--- src/rtl/dac_stream_ctrl_pkg.sv ---
// Shared types and constants for the DAC stream controller.
package dac_stream_pkg;

    localparam int unsigned CODE_W_DEF = 10;
    localparam int unsigned NUM_CH_DEF = 2;

    // Channel-index width; a single channel still needs one select bit.
    function automatic int unsigned ch_width(input int unsigned n);
        return (n > 1) ? $clog2(n) : 1;
    endfunction

    localparam int unsigned CH_W_DEF = ch_width(NUM_CH_DEF);

    typedef struct packed {
        logic [CH_W_DEF-1:0]   ch;
        logic [CODE_W_DEF-1:0] code;
    } sample_t;

endpackage

--- src/rtl/dac_stream_ctrl_if.sv ---
// Valid/ready sample stream carrying {channel, code}.
interface dac_stream_ctrl_if #(
    parameter int unsigned CH_W   = 1,
    parameter int unsigned CODE_W = 10
);
    logic              in_valid;
    logic              in_ready;
    logic [CH_W-1:0]   in_ch;
    logic [CODE_W-1:0] in_code;

    modport master (output in_valid, output in_ch, output in_code, input in_ready);
    modport slave  (input in_valid, input in_ch, input in_code, output in_ready);
endinterface

--- src/rtl/dac_sample_fifo.sv ---
// Single-clock sample FIFO; head entry is readable combinationally.
module dac_sample_fifo #(
    parameter int unsigned  W     = 8,
    parameter int unsigned  DEPTH = 8,
    localparam int unsigned AW    = $clog2(DEPTH),
    localparam int unsigned LVL_W = AW + 1
) (
    input  logic             clk,
    input  logic             rst_n,
    input  logic             push,
    input  logic             pop,
    input  logic [W-1:0]     wdata,
    output logic [W-1:0]     rdata_c,
    output logic             full_c,
    output logic             empty_c,
    output logic [LVL_W-1:0] level
);

    logic [W-1:0]  mem [DEPTH];
    logic [AW-1:0] wr_ptr;
    logic [AW-1:0] rd_ptr;
    logic          push_ok_c;
    logic          pop_ok_c;

    assign full_c    = (level == LVL_W'(DEPTH));
    assign empty_c   = (level == '0);
    assign push_ok_c = push && !full_c;
    assign pop_ok_c  = pop && !empty_c;
    assign rdata_c   = mem[rd_ptr];

    // Storage carries no reset; only the pointers and level define validity.
    always_ff @(posedge clk) begin
        if (push_ok_c) begin
            mem[wr_ptr] <= wdata;
        end
    end

    always_ff @(posedge clk or negedge rst_n) begin
        if (!rst_n) begin
            wr_ptr <= '0;
            rd_ptr <= '0;
            level  <= '0;
        end else begin
            if (push_ok_c) begin
                wr_ptr <= wr_ptr + AW'(1);
            end
            if (pop_ok_c) begin
                rd_ptr <= rd_ptr + AW'(1);
            end
            case ({push_ok_c, pop_ok_c})
                2'b10:   level <= level + LVL_W'(1);
                2'b01:   level <= level - LVL_W'(1);
                default: level <= level;
            endcase
        end
    end

endmodule

--- src/rtl/dac_stream_ctrl.sv ---
// Buffered sample stream to per-channel DAC code registers, released on a divided tick.
// Optional DAC_SLEW_EN: codes slew toward per-channel targets by SLEW_STEP per tick.
module dac_stream_ctrl
    import dac_stream_pkg::*;
#(
    parameter int unsigned CODE_W     = CODE_W_DEF,
    parameter int unsigned NUM_CH     = NUM_CH_DEF,
    parameter int unsigned FIFO_DEPTH = 8,
    parameter int unsigned DIV_W      = 16,
    parameter int unsigned SLEW_STEP  = 16
) (
    input  logic                         CLK,
    input  logic                         reset_n,
    input  logic                         enable,
    input  logic [DIV_W-1:0]             div,
    dac_stream_ctrl_if.slave             s,
    output logic [NUM_CH*CODE_W-1:0]     dac_code,
    output logic [NUM_CH-1:0]            dac_update,
    output logic [$clog2(FIFO_DEPTH):0]  fifo_level,
    output logic                         underrun,
    output logic                         bad_ch,
    input  logic                         status_clr
);

    localparam int unsigned CH_W  = ch_width(NUM_CH);
    localparam int unsigned ENT_W = CH_W + CODE_W;

    if (NUM_CH < 1) begin : g_bad_num_ch
        $error("NUM_CH must be >= 1");
    end
    if (FIFO_DEPTH < 2 || (FIFO_DEPTH & (FIFO_DEPTH - 1)) != 0) begin : g_bad_depth
        $error("FIFO_DEPTH must be a power of 2 and >= 2");
    end
    if (SLEW_STEP < 1) begin : g_bad_step
        $error("SLEW_STEP must be >= 1");
    end

    logic [DIV_W-1:0]  count;
    logic              tick_c;
    logic              push_c;
    logic              pop_c;
    logic              wr_c;
    logic              full_c;
    logic              empty_c;
    logic              ch_ok_c;
    logic [ENT_W-1:0]  head_c;
    logic [CH_W-1:0]   head_ch_c;
    logic [CODE_W-1:0] head_code_c;

    logic [CODE_W-1:0] code_q [NUM_CH];
    logic [CODE_W-1:0] code_d [NUM_CH];
    logic [NUM_CH-1:0] upd_d;

    // Sample-rate divider; div is compared live so a new period applies at once.
    assign tick_c = enable && (count == div);

    always_ff @(posedge CLK or negedge reset_n) begin
        if (!reset_n) begin
            count <= '0;
        end else if (!enable || tick_c) begin
            count <= '0;
        end else begin
            count <= count + DIV_W'(1);
        end
    end

    assign s.in_ready  = !full_c;
    assign push_c      = s.in_valid && !full_c;
    assign pop_c       = tick_c && !empty_c;
    assign head_ch_c   = head_c[ENT_W-1:CODE_W];
    assign head_code_c = head_c[CODE_W-1:0];
    assign ch_ok_c     = (32'(head_ch_c) < NUM_CH);
    assign wr_c        = pop_c && ch_ok_c;

    dac_sample_fifo #(
        .W     (ENT_W),
        .DEPTH (FIFO_DEPTH)
    ) u_fifo (
        .clk     (CLK),
        .rst_n   (reset_n),
        .push    (push_c),
        .pop     (pop_c),
        .wdata   ({s.in_ch, s.in_code}),
        .rdata_c (head_c),
        .full_c  (full_c),
        .empty_c (empty_c),
        .level   (fifo_level)
    );

`ifdef DAC_SLEW_EN
    logic [CODE_W-1:0] tgt_q [NUM_CH];
    logic [CODE_W-1:0] tgt_d [NUM_CH];

    // Each channel steps toward its (possibly just-written) target on every tick.
    always_comb begin
        logic [CODE_W-1:0] diff;
        diff  = '0;
        upd_d = '0;
        for (int i = 0; i < int'(NUM_CH); i++) begin
            tgt_d[i]  = tgt_q[i];
            code_d[i] = code_q[i];
            if (wr_c && head_ch_c == CH_W'(i)) begin
                tgt_d[i] = head_code_c;
            end
            if (tick_c && code_q[i] != tgt_d[i]) begin
                upd_d[i] = 1'b1;
                if (tgt_d[i] > code_q[i]) begin
                    diff      = tgt_d[i] - code_q[i];
                    code_d[i] = (32'(diff) > SLEW_STEP) ? code_q[i] + CODE_W'(SLEW_STEP) : tgt_d[i];
                end else begin
                    diff      = code_q[i] - tgt_d[i];
                    code_d[i] = (32'(diff) > SLEW_STEP) ? code_q[i] - CODE_W'(SLEW_STEP) : tgt_d[i];
                end
            end
        end
    end

    always_ff @(posedge CLK or negedge reset_n) begin
        if (!reset_n) begin
            for (int i = 0; i < int'(NUM_CH); i++) begin
                tgt_q[i] <= '0;
            end
        end else begin
            for (int i = 0; i < int'(NUM_CH); i++) begin
                tgt_q[i] <= tgt_d[i];
            end
        end
    end
`else
    // A valid pop overwrites the channel code directly, even with an equal value.
    always_comb begin
        upd_d = '0;
        for (int i = 0; i < int'(NUM_CH); i++) begin
            code_d[i] = code_q[i];
            if (wr_c && head_ch_c == CH_W'(i)) begin
                code_d[i] = head_code_c;
                upd_d[i]  = 1'b1;
            end
        end
    end
`endif

    always_ff @(posedge CLK or negedge reset_n) begin
        if (!reset_n) begin
            for (int i = 0; i < int'(NUM_CH); i++) begin
                code_q[i] <= '0;
            end
            dac_update <= '0;
        end else begin
            for (int i = 0; i < int'(NUM_CH); i++) begin
                code_q[i] <= code_d[i];
            end
            dac_update <= upd_d;
        end
    end

    for (genvar g = 0; g < int'(NUM_CH); g++) begin : g_pack
        assign dac_code[g*CODE_W +: CODE_W] = code_q[g];
    end

    // Sticky status; a set event in the same cycle as a clear wins.
    always_ff @(posedge CLK or negedge reset_n) begin
        if (!reset_n) begin
            underrun <= 1'b0;
            bad_ch   <= 1'b0;
        end else begin
            if (tick_c && empty_c) begin
                underrun <= 1'b1;
            end else if (status_clr) begin
                underrun <= 1'b0;
            end
            if (pop_c && !ch_ok_c) begin
                bad_ch <= 1'b1;
            end else if (status_clr) begin
                bad_ch <= 1'b0;
            end
        end
    end

endmodule

--- src/flat_wrapper.sv ---
// flat-port wrapper written by rule: the top's interface ports become plain ports
module dac_stream_ctrl_flat import dac_stream_pkg::*;
#(
    parameter int unsigned CODE_W     = CODE_W_DEF,
    parameter int unsigned NUM_CH     = NUM_CH_DEF,
    parameter int unsigned FIFO_DEPTH = 8,
    parameter int unsigned DIV_W      = 16,
    parameter int unsigned SLEW_STEP  = 16
)
  (CLK, reset_n, enable, div, dac_code, dac_update, fifo_level, underrun, bad_ch, status_clr, s_in_valid, s_in_ch, s_in_code, s_in_ready);
  dac_stream_ctrl_if #(.CH_W((ch_width(NUM_CH))), .CODE_W(CODE_W)) s_i ();
  input  logic CLK;
  input  logic reset_n;
  input  logic enable;
  input  logic [DIV_W-1:0] div;
  output logic [NUM_CH*CODE_W-1:0] dac_code;
  output logic [NUM_CH-1:0] dac_update;
  output logic [$clog2(FIFO_DEPTH):0] fifo_level;
  output logic underrun;
  output logic bad_ch;
  input  logic status_clr;
  input wire logic [$bits(s_i.in_valid)-1:0] s_in_valid;
  input wire logic [$bits(s_i.in_ch)-1:0] s_in_ch;
  input wire logic [$bits(s_i.in_code)-1:0] s_in_code;
  output wire logic [$bits(s_i.in_ready)-1:0] s_in_ready;
  assign s_i.in_valid = s_in_valid;
  assign s_i.in_ch = s_in_ch;
  assign s_i.in_code = s_in_code;
  assign s_in_ready = s_i.in_ready;
  dac_stream_ctrl #(.CODE_W(CODE_W), .NUM_CH(NUM_CH), .FIFO_DEPTH(FIFO_DEPTH), .DIV_W(DIV_W), .SLEW_STEP(SLEW_STEP)) u_core (.CLK(CLK), .reset_n(reset_n), .enable(enable), .div(div), .s(s_i), .dac_code(dac_code), .dac_update(dac_update), .fifo_level(fifo_level), .underrun(underrun), .bad_ch(bad_ch), .status_clr(status_clr));
endmodule
--- config.mk ---
export PLATFORM = sky130hd
export DESIGN_NAME = dac_stream_ctrl_flat
export DESIGN_NICKNAME = d
export VERILOG_FILES = /design/src/rtl/dac_stream_ctrl_pkg.sv /design/src/rtl/dac_stream_ctrl_if.sv /design/src/rtl/dac_sample_fifo.sv /design/src/rtl/dac_stream_ctrl.sv /design/src/flat_wrapper.sv
export SDC_FILE = /design/constraint.sdc
export NUM_CORES = 1
export LEC_CHECK = 0
export CAP_MARGIN = 20
export CORE_MARGIN = 4
export CORE_UTILIZATION = 30
export CTS_BUF_LIST = sky130_fd_sc_hd__clkbuf_16
export CTS_CLUSTER_DIAMETER = 100
export CTS_CLUSTER_SIZE = 10
export DETAILED_ROUTE_END_ITERATION = 8
export RECOVER_POWER = 25
export SYNTH_ARGS = -nofsm -noshare
export SYNTH_HDL_FRONTEND = slang
export SYNTH_HIERARCHICAL = 1
export SYNTH_SLANG_ARGS = --single-unit
--- constraint.sdc ---
create_clock -name CLK -period 2.95 [get_ports CLK]
set_input_delay 0.59 -clock CLK [delete_from_list [all_inputs] [get_ports CLK]]
set_output_delay 0.59 -clock CLK [all_outputs]
set_load 0.01 [all_outputs]
### Word-level counts from Yosys, hierarchy flattened

Memory sizes are Yosys's and may differ from the RTL's.
Index checks and enable logic that the tools add are counted.

* add/sub/neg operators: 5
* equal/unequal tests: 4
* multiplexer cells: 8
* bitwise logic cells: 1
* reduce and logical (&&, ||, !) cells: 15

Operators by type and width (number)
* adder 16 x 1 -> 16 bit (second input constant): 1
* equality test 16 bit: 1
* two-way mux 16 bit: 1
* logical AND 1 bit: 8
* one-hot mux 4 bit (2 select lines): 1
* adder 3 x 1 -> 3 bit (second input constant): 2
* two-way mux 1 bit: 6
* adder 4 x 1 -> 4 bit (second input constant): 1
* equality test 4 bit (second input constant): 1
* zero test 4 bit: 1
* nonzero test 2 bit: 2
* subtractor 4 x 1 -> 4 bit (second input constant): 1
* zero test 1 bit: 3
* equality test 2 x 1 -> 1 bit (second input constant): 1
* equality test 2 bit (second input constant): 1
* logical OR 1 bit: 1
* NOT 1 bit: 1

* flip-flop bits (word level): 49
* bits in writable memories: 88
* input port bits: 32
* output and inout bits: 29
* word-level logic and storage cells: 42
* memories kept: 1

Memories
* u_core.u_fifo.mem: words 8, bits a word 11, read ports 1, clocked after Yosys merged registers in 0, write ports 1, RTL line dac_sample_fifo.sv:19 `logic [W-1:0] mem [DEPTH];`

### Logic depth before layout (Yosys ltp)

Gate-level depths: netlist (run 1).

* depth after elaboration: 6
* depth in mapped cells: 12

### Modules after synthesis

Netlist (run 1), hierarchy kept.

By module, submodules not included
* dac_sample_fifo: times used 1, cells each 194, area an instance 4030.1 sq um, sequential area each 2892.8 sq um
* dac_stream_ctrl: times used 1, cells each 149, area an instance 1799.2 sq um, sequential area each 975.9 sq um

### Worst setup path before layout (run 1)

OpenSTA, ideal clock, no wires.

* path kind: input-to-reg
* start: input div[10]
* end: register u_core.u_fifo.level[3]
* setup time: 134 ps
* arrival time: 3051 ps
* data required time: 2816 ps
* setup slack: -234 ps
* cell stages on the path: 12
* buffers on the path: 0
* cell sequence: xnor2_1 -> nand4_1 -> nor4_4 -> nand2_1 -> nor2_1 -> o41ai_1 -> inv_1 -> ha_1 -> ha_1 -> or4b_2 -> o311ai_0 -> o211ai_1

* word-level cells in the longest chain between the ends: 6
* elaborated cells between the ends (all ways): 8

Ends and longest elaborated chain
* start, declared: RTL line flat_wrapper.sv:15 `input logic [DIV_W-1:0] div;`
* equality test 16 bit (*): RTL line dac_stream_ctrl.sv:55 `assign tick_c = enable && (count == div);`
* logical AND 1 bit (*): RTL line dac_stream_ctrl.sv:55
* logical AND 1 bit (*): RTL line dac_stream_ctrl.sv:69 `assign pop_c = tick_c && !empty_c;`
* via u_core.pop_c: RTL line dac_stream_ctrl.sv:41 `logic pop_c;`
* logical AND 1 bit (*): RTL line dac_sample_fifo.sv:28 `assign pop_ok_c = pop && !empty_c;`
* via u_core.u_fifo.pop_ok_c: RTL line dac_sample_fifo.sv:23 `logic pop_ok_c;`
* equality test 2 x 1 -> 1 bit or equality test 2 bit (tied branches): RTL line dac_sample_fifo.sv:50 `case ({push_ok_c, pop_ok_c})`
* one-hot mux 4 bit (2 select lines) or nonzero test 2 bit (tied branches)
* end signal, assigned: RTL line dac_sample_fifo.sv:51 `2'b10: level <= level + LVL_W'(1);`
* end signal, assigned: RTL line dac_sample_fifo.sv:52 `2'b01: level <= level - LVL_W'(1);`
* end signal, assigned: RTL line dac_sample_fifo.sv:53 `default: level <= level;`
* end, declared: RTL line dac_sample_fifo.sv:16 `output logic [LVL_W-1:0] level`

Mark *: on every way through the listed nets, which the timed path passes. The rest lies on a longest branch.
A chain may end at the register's enable or synchronous reset.

### Worst setup path in the final report (run 1)

Ends and elaborated chain as after synthesis.

==> results of run 1 <==
-- where the power goes --
| part | switching (mW) | total (mW) | internal [mW] |
|---|---|---|---|
| clock network | 0.780 | 2.11 | 1.33 |
| registers | 0.105 | 2.40 | 2.29 |
| logic | 0.391 | 0.736 | 0.345 |
| total | 1.28 | 5.24 | 3.97 |
-- per-stage QoR --
stage          hold WS [ps]  worst slack, ps  power (mW)  TNS (ps)  instances
3_3_place_gp            488             -447        3.13      -995        679
6_report                504             56.7        5.24         0        721
3_5_place_dp            496             -518        3.17     -1170        679
4_1_cts                 245             24.1        5.32         0        720
2_1_floorplan           294             21.5        2.80         0        343
5_1_grt                 529            -35.7        5.49     -35.7        721
-- what timing repair did --
action                                  in CTS  in global routing
hold endpoints to repair                     0                  0
hold buffers                                 0                  0
endpoints found under the setup margin       1                  3
buffers inserted                             9                  1
pin swaps                                   10                 14
gates resized for setup                      8                 11
-- cells by family after synthesis --
logic type      count (synthesis)  share of synthesized area
buf+inv                        20                     0.0187
fa+ha+maj                       7                     0.0163
compound gates                  8                    0.00966
flops                         137                      0.664
xor+xnor                       36                     0.0541
mux                            56                      0.163
simple gates                   78                     0.0736
other cells                     1                   0.000643
-- critical path, delay by kind of cell --
| kind | cells | cell delay [ps] |
|---|---|---|
| compound gates | 3 | 330 |
| simple gates | 5 | 1320 |
| xor+xnor | 1 | 180 |
| fa+ha+maj | 2 | 370 |
| buf+inv | 2 | 400 |
-- registers in the layout, summed over array words and instances, names as in the netlist --
signal                count
u_core/count             16
u_core/dac_code          20
u_core/dac_update         2
u_core/u_fifo/level       4
u_core/u_fifo/mem        88
u_core/u_fifo/rd_ptr      3
u_core/u_fifo/wr_ptr      3
u_core/underrun           1
-- worst max path at each step --
stage	slack (ps)	endpoint	start
6_report	60	u_core/u_fifo/level[3]$_DFFE_PN0P_	div[10]
5_1_grt	-40	u_core/u_fifo/level[3]$_DFFE_PN0P_	u_core/count[10]$_DFF_PN0_
4_1_cts	20	u_core/u_fifo/level[3]$_DFFE_PN0P_	div[2]
3_5_place_dp	-520	u_core/u_fifo/level[3]$_DFFE_PN0P_	div[14]
3_3_place_gp	-450	u_core/u_fifo/level[3]$_DFFE_PN0P_	div[9]
2_1_floorplan	20	u_core/u_fifo/level[3]$_DFFE_PN0P_	div[11]
-- cell type report --
| class | count | area [sq um] | share of cell area |
|---|---|---|---|
| Clock inverter | 15 | 178 | 0.0232 |
| Sequential cell | 137 | 3870 | 0.506 |
| Multi-Input combinational cell | 186 | 1940 | 0.254 |
| Inverter | 9 | 33.8 | 0.00442 |
| Tap cell | 260 | 325 | 0.0425 |
| Clock buffer | 17 | 425 | 0.0556 |
| Timing Repair Buffer | 97 | 877 | 0.115 |
-- routing by layer --
layer | global-route usage | part of all wire | vias up
met5 | 0 | 0.0010 | -
met4 | 0.0475 | 0.017 | 2
met3 | 0.0353 | 0.048 | 17
met2 | 0.175 | 0.47 | 69
met1 | 0.145 | 0.46 | 1596
li1 | - | - | 1526
-- cells in the mapped netlist (2+ instances only) --
cell,instances,area share
nand4_1,6,0.0064
mux2_2,33,0.064
edfxtp_1,88,0.45
nand3_1,10,0.0086
buf_2,2,0.0017
and3_1,7,0.0075
dfrtp_1,49,0.21
mux4_2,2,0.0077
clkbuf_1,2,0.0013
and4_1,2,0.0030
mux4_1,20,0.090
nor3b_1,3,0.0039
ha_1,6,0.013
nand2b_1,3,0.0032
a21oi_1,2,0.0017
xnor2_1,24,0.036
nand2_1,12,0.0077
o21ai_0,2,0.0017
buf_4,2,0.0026
inv_1,9,0.0058
nor2_1,24,0.015
xor2_1,12,0.018
buf_6,3,0.0058
nor3_1,2,0.0017
==> flow_summary.json, run 1 <==
{
  "outcome": "finished with violations",
  "violations": "max-capacitance violations, max-slew violations",
  "finalHoldViolCount": 0,
  "power_density_mw_per_mm2": 685,
  "cts_made_buffers": 17,
  "arrival_ps": 3180,
  "crit_path_frequent_cell": "ha_4",
  "synthArstFlopShare": 0.358,
  "initial_utilization": 0.309,
  "hpwlAfterDp_microns": 8050,
  "clockBufferDepth": 2,
  "worst_pin_slew_ps": 1760,
  "synth_edf_count": 88,
  "path_clk_slew_ps": 60,
  "vias": 3210,
  "max_freq_mhz": 346,
  "final_area_sq_mm": 0.00765,
  "hold_class": "reg2reg",
  "synth_seq_area_share": 0.664,
  "required_ps": 3230,
  "grt_usage": 0.112,
  "maxSlewHeadroom": -0.172,
  "cts.htree.levels": 4,
  "synthDistinctLibCells": 42,
  "period_share": 0.981,
  "ff2ff_path_depth": 12,
  "die_area_sq_mm": 0.0217,
  "drive_gt1_frac": 0.256,
  "firstDrtPassIters": 4,
  "rr_startpoint": "u_core/count[10]$_DFF_PN0_",
  "syn-num-nets": 382,
  "layout_common_cells": "edfxtp_1, dfrtp_1, clkdlybuf4s50_1, buf_4, mux2_2",
  "cp-end-kind": "register",
  "syn_avg_cell_area_sq_um": 17.0,
  "overflow": 0,
  "clockRootBuffer": "clkbuf_16",
  "start_kind": "input port",
  "final_nets": 487,
  "row_count": 50,
  "critPathKind": "in2reg",
  "cpMaxStageDelayCell": "or4b_4",
  "fp.dieW_microns": 147,
  "rsz0062_at_grt": "yes",
  "worstSkewPairLatency_ps": 420,
  "dpl-instance-area_sq_mm": 0.00693,
  "dominantRegCellSynth": "edfxtp_1",
  "antenna_found_initial": 1,
  "wire_per_inst_microns": 16.3,
  "leakagePower_nw": 2.97,
  "r2r_end": "u_core/u_fifo/level[3]$_DFFE_PN0P_",
  "viasPerCell": 4.45,
  "first_global_vias": 3373,
  "io_buffers": 59,
  "slowest_delay_ps": 520,
  "grt_pass1_wl_microns": 18400,
  "final.min_clock_period_ps": 2890,
  "utilization": 0.405,
  "r2r_slack_ps": 80,
  "pin_count": 61,
  "final_antenna_net_count": 0,
  "cts_tree": "done",
  "drtIter0Drc": 96,
  "path_cells": "dlygate4sd2_1 -> xnor2_2 -> nand4_1 -> nor4_4 -> nand2_1 -> nor2_2 -> o41ai_2 -> inv_1 -> ha_4 -> ha_4 -> or4b_4 -> o311ai_4 -> o211ai_1",
  "wl_microns": 11700,
  "crit_fanout": 3,
  "synthesis.area_sq_mm": 0.00583,
  "synthToLayoutAreaGrowth_pct": 31.3,
  "drc": 0,
  "max-vdd-ir-drop_v": 0.000261,
  "synthCells": 343,
  "layout_commonest_cell": "edfxtp_1",
  "place_congestion": 0.795,
  "grt_max_degree": 34,
  "maxCapViolCount": 1,
  "drv_slew": 34,
  "hold_path_end": "u_core/dac_code[2]$_DFFE_PN0P_",
  "hold-path-cell-count": 1,
  "synth_seq_cells": 137,
  "core_sq_mm": 0.0189,
  "n_antenna_cell": 0,
  "nFillCells": 1725,
  "die_h_microns": 147,
  "fin_skew_ps": 6.67,
  "setup_viol": 0,
  "yosys_warnings": 6,
  "worstHoldStart": "u_core/dac_code[2]$_DFFE_PN0P_",
  "cts_sinks": 137
}
No activity file was read; power rests on OpenSTA's default activity.
==> inputs of run 2 (changes only) <==
--- a/config.mk
+++ b/config.mk
@@ -12,6 +12,8 @@
 export CTS_CLUSTER_DIAMETER = 100
 export CTS_CLUSTER_SIZE = 10
 export DETAILED_ROUTE_END_ITERATION = 8
+export GPL_ROUTABILITY_DRIVEN = 1
+export PLACE_DENSITY = 0.5
 export RECOVER_POWER = 25
 export SYNTH_ARGS = -nofsm -noshare
 export SYNTH_HDL_FRONTEND = slang
==> run 2 against run 1 <==
- the run still ends with max-capacitance violations, max-slew violations left
- first-iteration DRC count increased by 50%
- flip-flop and latch count unchanged
- via count grew 2.5%
- register-to-register slack gained 100 ps
- clock power down 3%
- clock-buffer cell count unchanged
- fmax up 2.7%
- critical path type unchanged
==> flow_summary.json, run 2 (synthesis gave the netlist of run 1 again) <==
{
  "die_h_microns": 147,
  "required_ps": 3240,
  "slowest_delay_ps": 480,
  "finalHoldViolCount": 0,
  "final_antenna_net_count": 0,
  "final.min_clock_period_ps": 2820,
  "violations": "max-capacitance violations, max-slew violations",
  "pin_count": 61,
  "cpLargestDelayFamily": "buffers and inverters",
  "crit_path_frequent_cell": "buf_4",
  "maxSlewHeadroom": -0.0144,
  "n_antenna_cell": 0,
  "maxCapViolCount": 1,
  "core_sq_mm": 0.0189,
  "drc": 0,
  "path_clk_slew_ps": 60,
  "arrival_ps": 3110,
  "r2r_slack_ps": 180,
  "wire_per_inst_microns": 16.9,
  "hpwlAfterDp_microns": 8150,
  "drtIter0Drc": 144,
  "drv_slew": 28,
  "cpMaxStageDelayCell": "clkdlybuf4s50_1",
  "fin_skew_ps": 8.14,
  "clockRootBuffer": "clkbuf_16",
  "cts_made_buffers": 17,
  "grt_usage": 0.118,
  "rr_startpoint": "u_core/u_fifo/level[2]$_DFFE_PN0P_",
  "max-vdd-ir-drop_v": 0.000360,
  "final_area_sq_mm": 0.00765,
  "layout_common_cells": "edfxtp_1, dfrtp_1, clkdlybuf4s50_1, buf_4, mux2_2",
  "grt_pass1_wl_microns": 19600,
  "viasPerCell": 4.56,
  "power_density_mw_per_mm2": 677,
  "ff2ff_path_depth": 17,
  "worstHoldStart": "u_core/count[0]$_DFF_PN0_",
  "rsz0062_at_grt": "no",
  "setup_viol": 0,
  "worst_pin_slew_ps": 1520,
  "grt_max_degree": 28,
  "hold-path-cell-count": 1,
  "antenna_found_initial": 0,
  "pre_cts_ws_ps": -523,
  "path_cells": "clkdlybuf4s50_1 -> xnor2_1 -> nand4_1 -> nor4_4 -> nand2_1 -> nor2_2 -> o41ai_2 -> inv_1 -> buf_6 -> buf_4 -> buf_4 -> buf_4 -> buf_4 -> buf_4 -> buf_4 -> buf_4 -> buf_4 -> buf_4 -> nand2_2 -> xnor2_1",
  "synthToLayoutAreaGrowth_pct": 31.2,
  "r2r_end": "u_core/u_fifo/rd_ptr[2]$_DFFE_PN0P_",
  "vias": 3289,
  "cts_tree": "done",
  "start_kind": "input port",
  "hold_path_end": "u_core/count[0]$_DFF_PN0_",
  "overflow": 0,
  "wl_microns": 12200,
  "worstSkewPairLatency_ps": 420,
  "cts_sinks": 137,
  "fp.dieW_microns": 147,
  "layout_commonest_cell": "edfxtp_1",
  "dpl-instance-area_sq_mm": 0.00691,
  "cp-end-kind": "register",
  "die_area_sq_mm": 0.0217,
  "hold_class": "reg2reg",
  "largest_register_ffs": 88,
  "io_buffers": 59,
  "setup_slack_ps": 133,
  "drive_gt1_frac": 0.264,
  "first_global_vias": 3493,
  "period_share": 0.955,
  "leakagePower_nw": 2.97,
  "cts.htree.levels": 4,
  "clockBufferDepth": 2,
  "row_count": 50,
  "outcome": "finished with violations",
  "critPathKind": "in2reg",
  "place_congestion": 0.746,
  "nFillCells": 1748,
  "crit_fanout": 2,
  "worstPathBufferInverterCount": 12,
  "firstDrtPassIters": 4,
  "max_freq_mhz": 355,
  "initial_utilization": 0.309,
  "fin_total_pwr_mw": 5.18,
  "final_nets": 488,
  "top_register": "u_core/u_fifo/mem"
}
-- run 2: where the power goes --
| part | total [mW] | switching, mW | internal, mW |
|---|---|---|---|
| Combinational | 0.732 | 0.390 | 0.342 |
| Sequential | 2.40 | 0.109 | 2.29 |
| Clock | 2.04 | 0.853 | 1.19 |
-- run 2: cell type report --
cell class              count  area (sq um)  area share
flip-flops and latches    137          3870       0.506
multi-input cells         186          1940       0.254
repair buffers             98           897       0.117
clock buffers              17           425      0.0556
well taps                 260           325      0.0425
clock inverters            15           154      0.0201
inverters                   9          33.8     0.00442
-- run 2: worst reg2reg max path: stages (launching register included) --
cell     delay (ps)
dfrtp_1         410
buf_4           170
nor4_1          420
nor2_2           90
o41ai_2          70
inv_1           150
buf_6           140
buf_4           120
buf_4           120
buf_4           120
buf_4           120
buf_4           120
buf_4           120
buf_4           120
buf_4           120
buf_4           130
nand2_2          60
xnor2_1         100
-- run 2: what timing repair did --
| action | 4_1_cts | 5_1_grt |
|---|---|---|
| cloned | 0 | 0 |
| pin swaps | 9 | 11 |
| hold buffers | 0 | 0 |
| resized for setup | 7 | 16 |
| buffers inserted | 10 | 3 |
| setup endpoints to repair | 1 | 5 |
-- run 2: worst max path at each step --
stage / start / endpoint / slack [ps] / depth (start not counted)
floorplan: div[11] / u_core/u_fifo/level[3]$_DFFE_PN0P_ / 20 / 12
global placement: div[9] / u_core/u_fifo/level[3]$_DFFE_PN0P_ / -470 / 13
detailed placement: div[9] / u_core/u_fifo/level[3]$_DFFE_PN0P_ / -520 / 13
CTS: div[6] / u_core/u_fifo/level[3]$_DFFE_PN0P_ / 10 / 13
global route: u_core/count[10]$_DFF_PN0_ / u_core/u_fifo/rd_ptr[2]$_DFFE_PN0P_ / 3 / 19
finish: div[15] / u_core/u_fifo/rd_ptr[2]$_DFFE_PN0P_ / 130 / 20
-- run 2: through the flow --
| step | setup TNS [ps] | cells | hold slack (ps) | utilization |
|---|---|---|---|---|
| after detailed placement | -1200 | 677 | 497 | 0.366 |
| after CTS | 0 | 719 | 196 | 0.402 |
| after global placement | -1060 | 677 | 491 | 0.366 |
| after floorplan | 0 | 343 | 294 | - |
| final | 0 | 722 | 498 | 0.405 |
| after global routing | 0 | 722 | 522 | 0.405 |
-- run 2: routing by layer --
| layer | up-vias | GRT usage | part of all wire |
|---|---|---|---|
| li1 | 1528 | - | - |
| met1 | 1677 | 0.153 | 0.45 |
| met2 | 66 | 0.194 | 0.49 |
| met3 | 18 | 0.0316 | 0.037 |
| met4 | 0 | 0.0410 | 0.014 |
| met5 | - | 0 | 0 |
